<file path="src/rtl/prbs_pkg.sv">
// Shared definitions for the PRBS checker: polynomial selection, tap table,
// lock FSM states and small sizing helpers.
package prbs_pkg;

    localparam int HISTW = 31;

    typedef enum logic [1:0] {
        MODE_PRBS7  = 2'd0,
        MODE_PRBS15 = 2'd1,
        MODE_PRBS23 = 2'd2,
        MODE_PRBS31 = 2'd3
    } prbs_mode_e;

    typedef enum logic {
        HUNT   = 1'b0,
        LOCKED = 1'b1
    } lock_state_e;

    // Recurrence b[n] = b[n-n_tap] ^ b[n-m_tap]
    typedef struct packed {
        logic [4:0] n;
        logic [4:0] m;
    } taps_t;

    function automatic taps_t mode_taps(input logic [1:0] mode);
        taps_t t;
        case (mode)
            MODE_PRBS7:  t = '{n: 5'd7,  m: 5'd6};
            MODE_PRBS15: t = '{n: 5'd15, m: 5'd14};
            MODE_PRBS23: t = '{n: 5'd23, m: 5'd18};
            default:     t = '{n: 5'd31, m: 5'd28};
        endcase
        return t;
    endfunction

    function automatic int popcount_width(input int w);
        return $clog2(w + 1);
    endfunction

endpackage

</file>
<file path="src/rtl/prbs_next_word.sv">
// Combinational word-wide PRBS step: expected word from history, plus the
// history after shifting in either the reference bits or the expected bits.
module prbs_next_word
    import prbs_pkg::*;
#(
    parameter int WORDWIDTH = 15
) (
    input  logic [HISTW-1:0]     hist,
    input  logic [1:0]           mode,
    input  logic                 use_ref,
    input  logic [WORDWIDTH-1:0] ref_bits,
    output logic [WORDWIDTH-1:0] expected,
    output logic [HISTW-1:0]     hist_next
);

    localparam int SW = HISTW + WORDWIDTH;
    localparam int IW = $clog2(SW);

    // seq[0] is the oldest history bit; seq[HISTW+i] is bit i of this word.
    always_comb begin : unroll
        logic [SW-1:0] seq;
        logic [IW-1:0] idx_n;
        logic [IW-1:0] idx_m;
        taps_t         taps;
        taps     = mode_taps(mode);
        seq      = '0;
        expected = '0;
        seq[HISTW-1:0] = hist;
        for (int i = 0; i < WORDWIDTH; i++) begin
            idx_n = IW'(HISTW + i - int'(taps.n));
            idx_m = IW'(HISTW + i - int'(taps.m));
            expected[i]    = seq[idx_n] ^ seq[idx_m];
            seq[HISTW + i] = use_ref ? ref_bits[i] : expected[i];
        end
        hist_next = seq[SW-1 -: HISTW];
    end

endmodule

</file>
<file path="config.mk">
export PLATFORM = sky130hd
export DESIGN_NAME = prbs_next_word
export DESIGN_NICKNAME = d
export VERILOG_FILES = /design/src/rtl/prbs_pkg.sv /design/src/rtl/prbs_next_word.sv
export SDC_FILE = /design/constraint.sdc
export NUM_CORES = 1
export LEC_CHECK = 0
export CAP_MARGIN = 20
export CORE_ASPECT_RATIO = 0.6
export CORE_MARGIN = 3
export CORE_UTILIZATION = 54
export DETAILED_ROUTE_END_ITERATION = 7
export PLACE_DENSITY = 0.83
export SLEW_MARGIN = 10
export SYNTH_ARGS = -nofsm -noshare
export SYNTH_HDL_FRONTEND = slang
export SYNTH_SLANG_ARGS = --single-unit
export TNS_END_PERCENT = 5
</file>
<file path="constraint.sdc">
create_clock -name vclk -period 6.9
set_input_delay 0.69 -clock vclk [all_inputs]
set_output_delay 0.69 -clock vclk [all_outputs]
set_load 0.1 [all_outputs]
</file>
Yosys cells after proc, flatten, opt, wreduce, memory -nomap -nowiden
Index checks and enable logic that the tools add are counted.

word-level totals
  bits in registers = 0
  output and inout port bits = 46
  word-level logic and storage cells = 154
  input port bits = 49

cells by class
  bitwise gates (word level) = 15
  eq/ne operators = 2
  mux-type cells = 76
  $add $sub $neg = 30
  order comparisons = 30
  reductions and logical operators = 1

operators by type and width
  kind                   number
  $lt A6 B7 Y1 const B   30
  $bmux W1 S6            30
  $sub A6 B5 Y6 const A  28
  $mux W1                45
  $pmux W10 S3           1
  $xor A1 B1 Y1          15
  $sub A5 B5 Y6 const A  2
  $eq A2 B1 Y1 const B   1
  $eq A2 B2 Y1 const B   1
  $logic_not A2 Y1       1

Depth between registers and ports, before layout
  word-level depth = 63
  gate-level depth with buffers = 25
  gate-level depth less buffers = 18

Worst setup path after synthesis
No wires, ideal clock.

  path type = input to output
  start = input port mode[0]
  end = output port hist_next[29]
  slack = -2.617 ns
  stages = 22
  required time = 6.210 ns
  path buffers = 5
  arrival = 8.827 ns
  cell sequence = buf_2 -> inv_2 -> ha_1 -> buf_6 -> buf_8 -> buf_4 -> clkinv_1 -> ha_1 -> buf_2 -> mux4_2 -> a22oi_1 -> o22ai_2 -> xnor2_2 -> o21ai_0 -> mux2i_1 -> a31oi_1 -> and2_1 -> mux2i_1 -> o211ai_1 -> a211oi_2 -> xnor2_1 -> mux2_2

between the ends
  longest elaborated chain between the ends = 59
  elaborated cells between the ends (all ways) = 116
  those cells by class = add/sub (28); eq/ne (2); mux (71); bitwise (14); reduce/logical (1)

ends and longest elaborated chain
  item                                  RTL line                                    text
  start, declared                       prbs_next_word.sv:9                         input logic [1:0] mode,
  $eq A2 B2 Y1 (tied with other cells)  prbs_pkg.sv:27                              case (mode)
  $pmux W10 S3 *                        prbs_pkg.sv:27
  $sub A5 B5 Y6 (on tied branches)      prbs_next_word.sv:30, prbs_next_word.sv:31
  $bmux W1 S6                           prbs_next_word.sv:32                        expected[i] = seq[idx_n] ^ seq[idx_m];
  $mux W1 (implied by the code)         prbs_next_word.sv:32
  $xor A1 B1 Y1                         prbs_next_word.sv:32
  $mux W1                               prbs_next_word.sv:33                        seq[HISTW + i] = use_ref ? ref_bits[i] : expected[i];
  $bmux W1 S6                           prbs_next_word.sv:32
  [... 3 more ...]                      n/a
  via hist_next[17]                     prbs_next_word.sv:13                        output logic [HISTW-1:0] hist_next
  [... 41 more ...]                     n/a
  $mux W1 (implied by the code)         prbs_next_word.sv:32
  $xor A1 B1 Y1                         prbs_next_word.sv:32
  $mux W1                               prbs_next_word.sv:33
  $bmux W1 S6                           prbs_next_word.sv:32
  $mux W1 (implied by the code)         prbs_next_word.sv:32
  $xor A1 B1 Y1 *                       prbs_next_word.sv:32
  via expected[13]                      prbs_next_word.sv:12                        output logic [WORDWIDTH-1:0] expected,
  $mux W1 *                             prbs_next_word.sv:33
  end, declared                         prbs_next_word.sv:13

Mark *: on every way through the listed nets, which the timed path passes. The rest lies on a longest branch. The select of a mux whose other input is x is not followed.

Worst setup path in the final report
  start = input port mode[0]
  end = output port hist_next[30]

between the ends
  longest elaborated chain between the ends = 63
  elaborated cells between the ends (all ways) = 124
  those cells by class = add/sub (30); eq/ne (2); mux (76); bitwise (15); reduce/logical (1)

ends and longest elaborated chain
  item                                  RTL line
  $eq A2 B2 Y1 (tied with other cells)  prbs_pkg.sv:27
  $pmux W10 S3 *                        prbs_pkg.sv:27
  $sub A5 B5 Y6 (on tied branches)      prbs_next_word.sv:30, prbs_next_word.sv:31
  $bmux W1 S6                           prbs_next_word.sv:32
  $mux W1 (implied by the code)         prbs_next_word.sv:32
  $xor A1 B1 Y1                         prbs_next_word.sv:32
  $mux W1                               prbs_next_word.sv:33
  $bmux W1 S6                           prbs_next_word.sv:32
  [... 47 more ...]                     n/a
  $bmux W1 S6                           prbs_next_word.sv:32
  $mux W1 (implied by the code)         prbs_next_word.sv:32
  $xor A1 B1 Y1                         prbs_next_word.sv:32
  $mux W1                               prbs_next_word.sv:33
  $bmux W1 S6                           prbs_next_word.sv:32
  $mux W1 (implied by the code)         prbs_next_word.sv:32
  $xor A1 B1 Y1 *                       prbs_next_word.sv:32
  $mux W1 *                             prbs_next_word.sv:33

Mark *: on every way between the ends. The rest lies on a longest branch, timed or not. The select of a mux whose other input is x is not followed.

==> key figures <==
Run status
  – Outcome: complete, no violations

Global routing
  – Initial antenna violation count: 1
  – Vias in the first global route: 4586
  – Grt ovf: 0
  – First-pass GRT wire length: 25800 microns
  – Largest net degree at the start of global routing: 84
  – Global-route usage over all layers: 37.8%

Logic synthesis
  – Register area share after synthesis: 0%
  – Avg Cell Area, Syn: 8.08 sq um
  – Total number of yosys warnings: 0
  – Synth Area in Compound Gates: 24.5%
  – Yosys cell types: 89
  – Cells after Synth: 501
  – Largest family of logic cells by synthesized area: multiplexers
  – Syn nets: 559
  – Simple-gate portion of the synthesized area: 23.1%
  – Syn Std Cell Area: 4050 sq um
  – Post-Synth XOR/XNOR Area: 3.21%
  – Multiplexer share of the synthesized area: 35.9%
  – Post-synthesis adder-cell area fraction: 2.78%

Run
  – MaxCap Viol Count: 0

Setup path
  – CP Max Fanout: 8
  – CP Class: input pin to primary output
  – Startpoint types: input pin
  – CP required: 6.21 ns
  – Crit path arrival time: 6.05 ns
  – CP max stage cell: clkdlybuf4s50_1
  – Worst path max stage delay: 0.53 ns
  – Cell family with most CP delay: multiplexers
  – Buf/Inv on CP: 3
  – Cells along the critical path: clkdlybuf4s50_1, buf_4, ha_1, nor2_2, a222oi_1, mux2i_1, nand2_2, o31a_1, nor2_1, mux2_1, or3_4, mux4_2, a31oi_1, o311ai_2, xnor2_4, mux2_4, buf_12
  – CP Capture Type: primary output

Placed design
  – Dpl ws: 0.0965 ns
  – Port bufs: 95
  – Detail Placement HPWL: 13000 microns
  – Placed inst area: 5300 sq um
  – Gp weighted congestion: 1.06
  – # placed instances: 661

Route
  – DR top layer: met5
  – Routed wl met2: 6760 microns
  – DR pass1 iterations: 6
  – Via count: 4950
  – DR WL/cell: 25.5 microns
  – Final Routed Wirelength: 16900 microns
  – Drt initial violations: 976
  – Met3 WL: 3400 microns
  – Routed vias/inst: 7.48
  – Post-route ant nets: 0
  – Residual DRC: 0
  – M1 WL: 6380 microns

Timing
  – Slew @ Worst Pin: 0.982 ns
  – Final hold slack: 2.15 ns
  – Final count of negative-setup-slack endpoints: 0
  – Hold Fails Final Rpt: 0
  – Tcrit/Tclk final: 97.7%
  – Min Clock Period, post-route: 6.74 ns
  – Final worst slack: 0.158 ns
  – Slew HR: 34.4%
  – Total Neg Setup Slack: 0 ns
  – Fmax: 0.148 GHz
  – RSZ-0062 raised after global routing: no
  – Final slew viol count: 0

Power
  – Leakage power: 2.00 nW
  – Seq pwr share: 0%
  – Clk network pwr share: 0%
  – Switch share: 65.3%
  – Final Power: 1.03 mW
  – Total internal power: 0.357 mW
  – Maximum vdd ir drop: 0.205 mV
  – Logic pwr share: 100.0%
  – Power density over cell area: 192 nW/um^2
  – Sw power: 0.670 mW

Cells and area
  – Most frequent cells in the layout: clkdlybuf4s50_1 (70), mux2i_1 (41), mux4_2 (40), nand2_1 (39), nor2_1 (34)
  – Area Overhead vs Synth: 32.0%
  – Register area: 0 sq um
  – Design area: 5340 sq um
  – # fillers: 521
  – FFs & Latches: 0
  – ANT cells: 0
  – Leading cell type in the layout, fill and taps excluded: clkdlybuf4s50_1
  – Finished Core Util: 76.7%
  – Area of the multi-input gates: 3810 sq um
  – Share of cells above drive strength 1: 25.6%
  – CLK BUF: 0
  – Non-filler cells, final: 662
  – Nets@finish: 622

Floorplan
  – # rows: 23
  – DIE HEIGHT: 73.1 microns
  – Core Region: 6960 sq um
  – Initial Util: 58.1%
  – Die width: 118 microns
  – Die ar.: 8600 sq um
  – I/O pin count: 95

Clock tree
  – Hold_buf cts: 0

Min path
  – Hold crit path type: input pin to primary output
-- synthesized netlist by cell type, types with 3 or more instances --
library cell | count | share of area, %
a221oi_1 | 3 | 0.65
xor2_1 | 4 | 0.87
a31oi_1 | 9 | 1.4
a21oi_1 | 21 | 2.6
mux2_2 | 8 | 2.2
o211ai_1 | 5 | 0.93
nand4_1 | 5 | 0.77
nand2b_1 | 13 | 2.0
o31ai_1 | 4 | 0.74
a22oi_1 | 7 | 1.3
a21o_1 | 3 | 0.56
o21ai_0 | 16 | 2.0
ha_1 | 9 | 2.8
and3_1 | 11 | 1.7
o21a_1 | 8 | 1.5
nor4_1 | 5 | 0.77
and2_1 | 10 | 1.5
a31o_1 | 3 | 0.65
nor2_1 | 35 | 3.2
mux2i_1 | 41 | 10
xnor2_1 | 9 | 1.9
buf_2 | 10 | 1.2
mux4_2 | 40 | 22
o311ai_1 | 3 | 0.65
nand2_1 | 39 | 3.6
nand3_1 | 17 | 2.1
nor2b_1 | 9 | 1.4
inv_1 | 12 | 1.1
nor3_1 | 17 | 2.1
buf_4 | 30 | 5.6
a211oi_1 | 5 | 0.93
a211o_1 | 3 | 0.65
o2111ai_1 | 3 | 0.65
clkbuf_1 | 13 | 1.2
buf_1 | 3 | 0.28
-- layer usage --
layer  up-vias  track usage (%)
met5         -                0
met2       544             55.3
met3        56             16.0
met1      2283             52.9
met4         2             6.49
li1       2065                -
-- path summary, 6_finish.rpt --
path	start	endpoint	slack [ns]	cells past startpoint
worst max-delay path	mode[0]	hist_next[30]	0.16	17
worst min-delay path	ref_bits[14]	hist_next[30]	2.15	3
-- worst min-delay path, delay by kind of cell --
family	cells	cell delay, ns
buffers and inverters	2	0.61
multiplexers	1	0.15
-- logic make-up after synthesis --
| kind of cell | Yosys count |
|---|---|
| muxes | 93 |
| AOI/OAI and AO/OA | 130 |
| xor gates and xnor gates | 14 |
| buffers and inverters | 74 |
| adders and majority gates | 9 |
| and+or+nand+nor | 181 |
-- power groups by stage --
stage / Sequential, mW / Clock, mW / Combinational [mW]
2_1_floorplan: 0 / 0 / 0.702
3_3_place_gp: 0 / 0 / 0.989
3_5_place_dp: 0 / 0 / 0.998
4_1_cts: 0 / 0 / 1.00
5_1_grt: 0 / 0 / 1.05
6_report: 0 / 0 / 1.03
-- area by class of cell --
class	count	share of cell area, %
Tap cell	100	2.34
Multi-Input combinational cell	427	71.3
Inverter	15	1.08
Timing Repair Buffer	120	25.2
-- timing repair --
| action | CTS | global route |
|---|---|---|
| buffers inserted | 0 | 1 |
| endpoints found under the setup margin | 0 | 3 |
| resized for setup | 0 | 11 |
(Power assumes the default switching activity.)
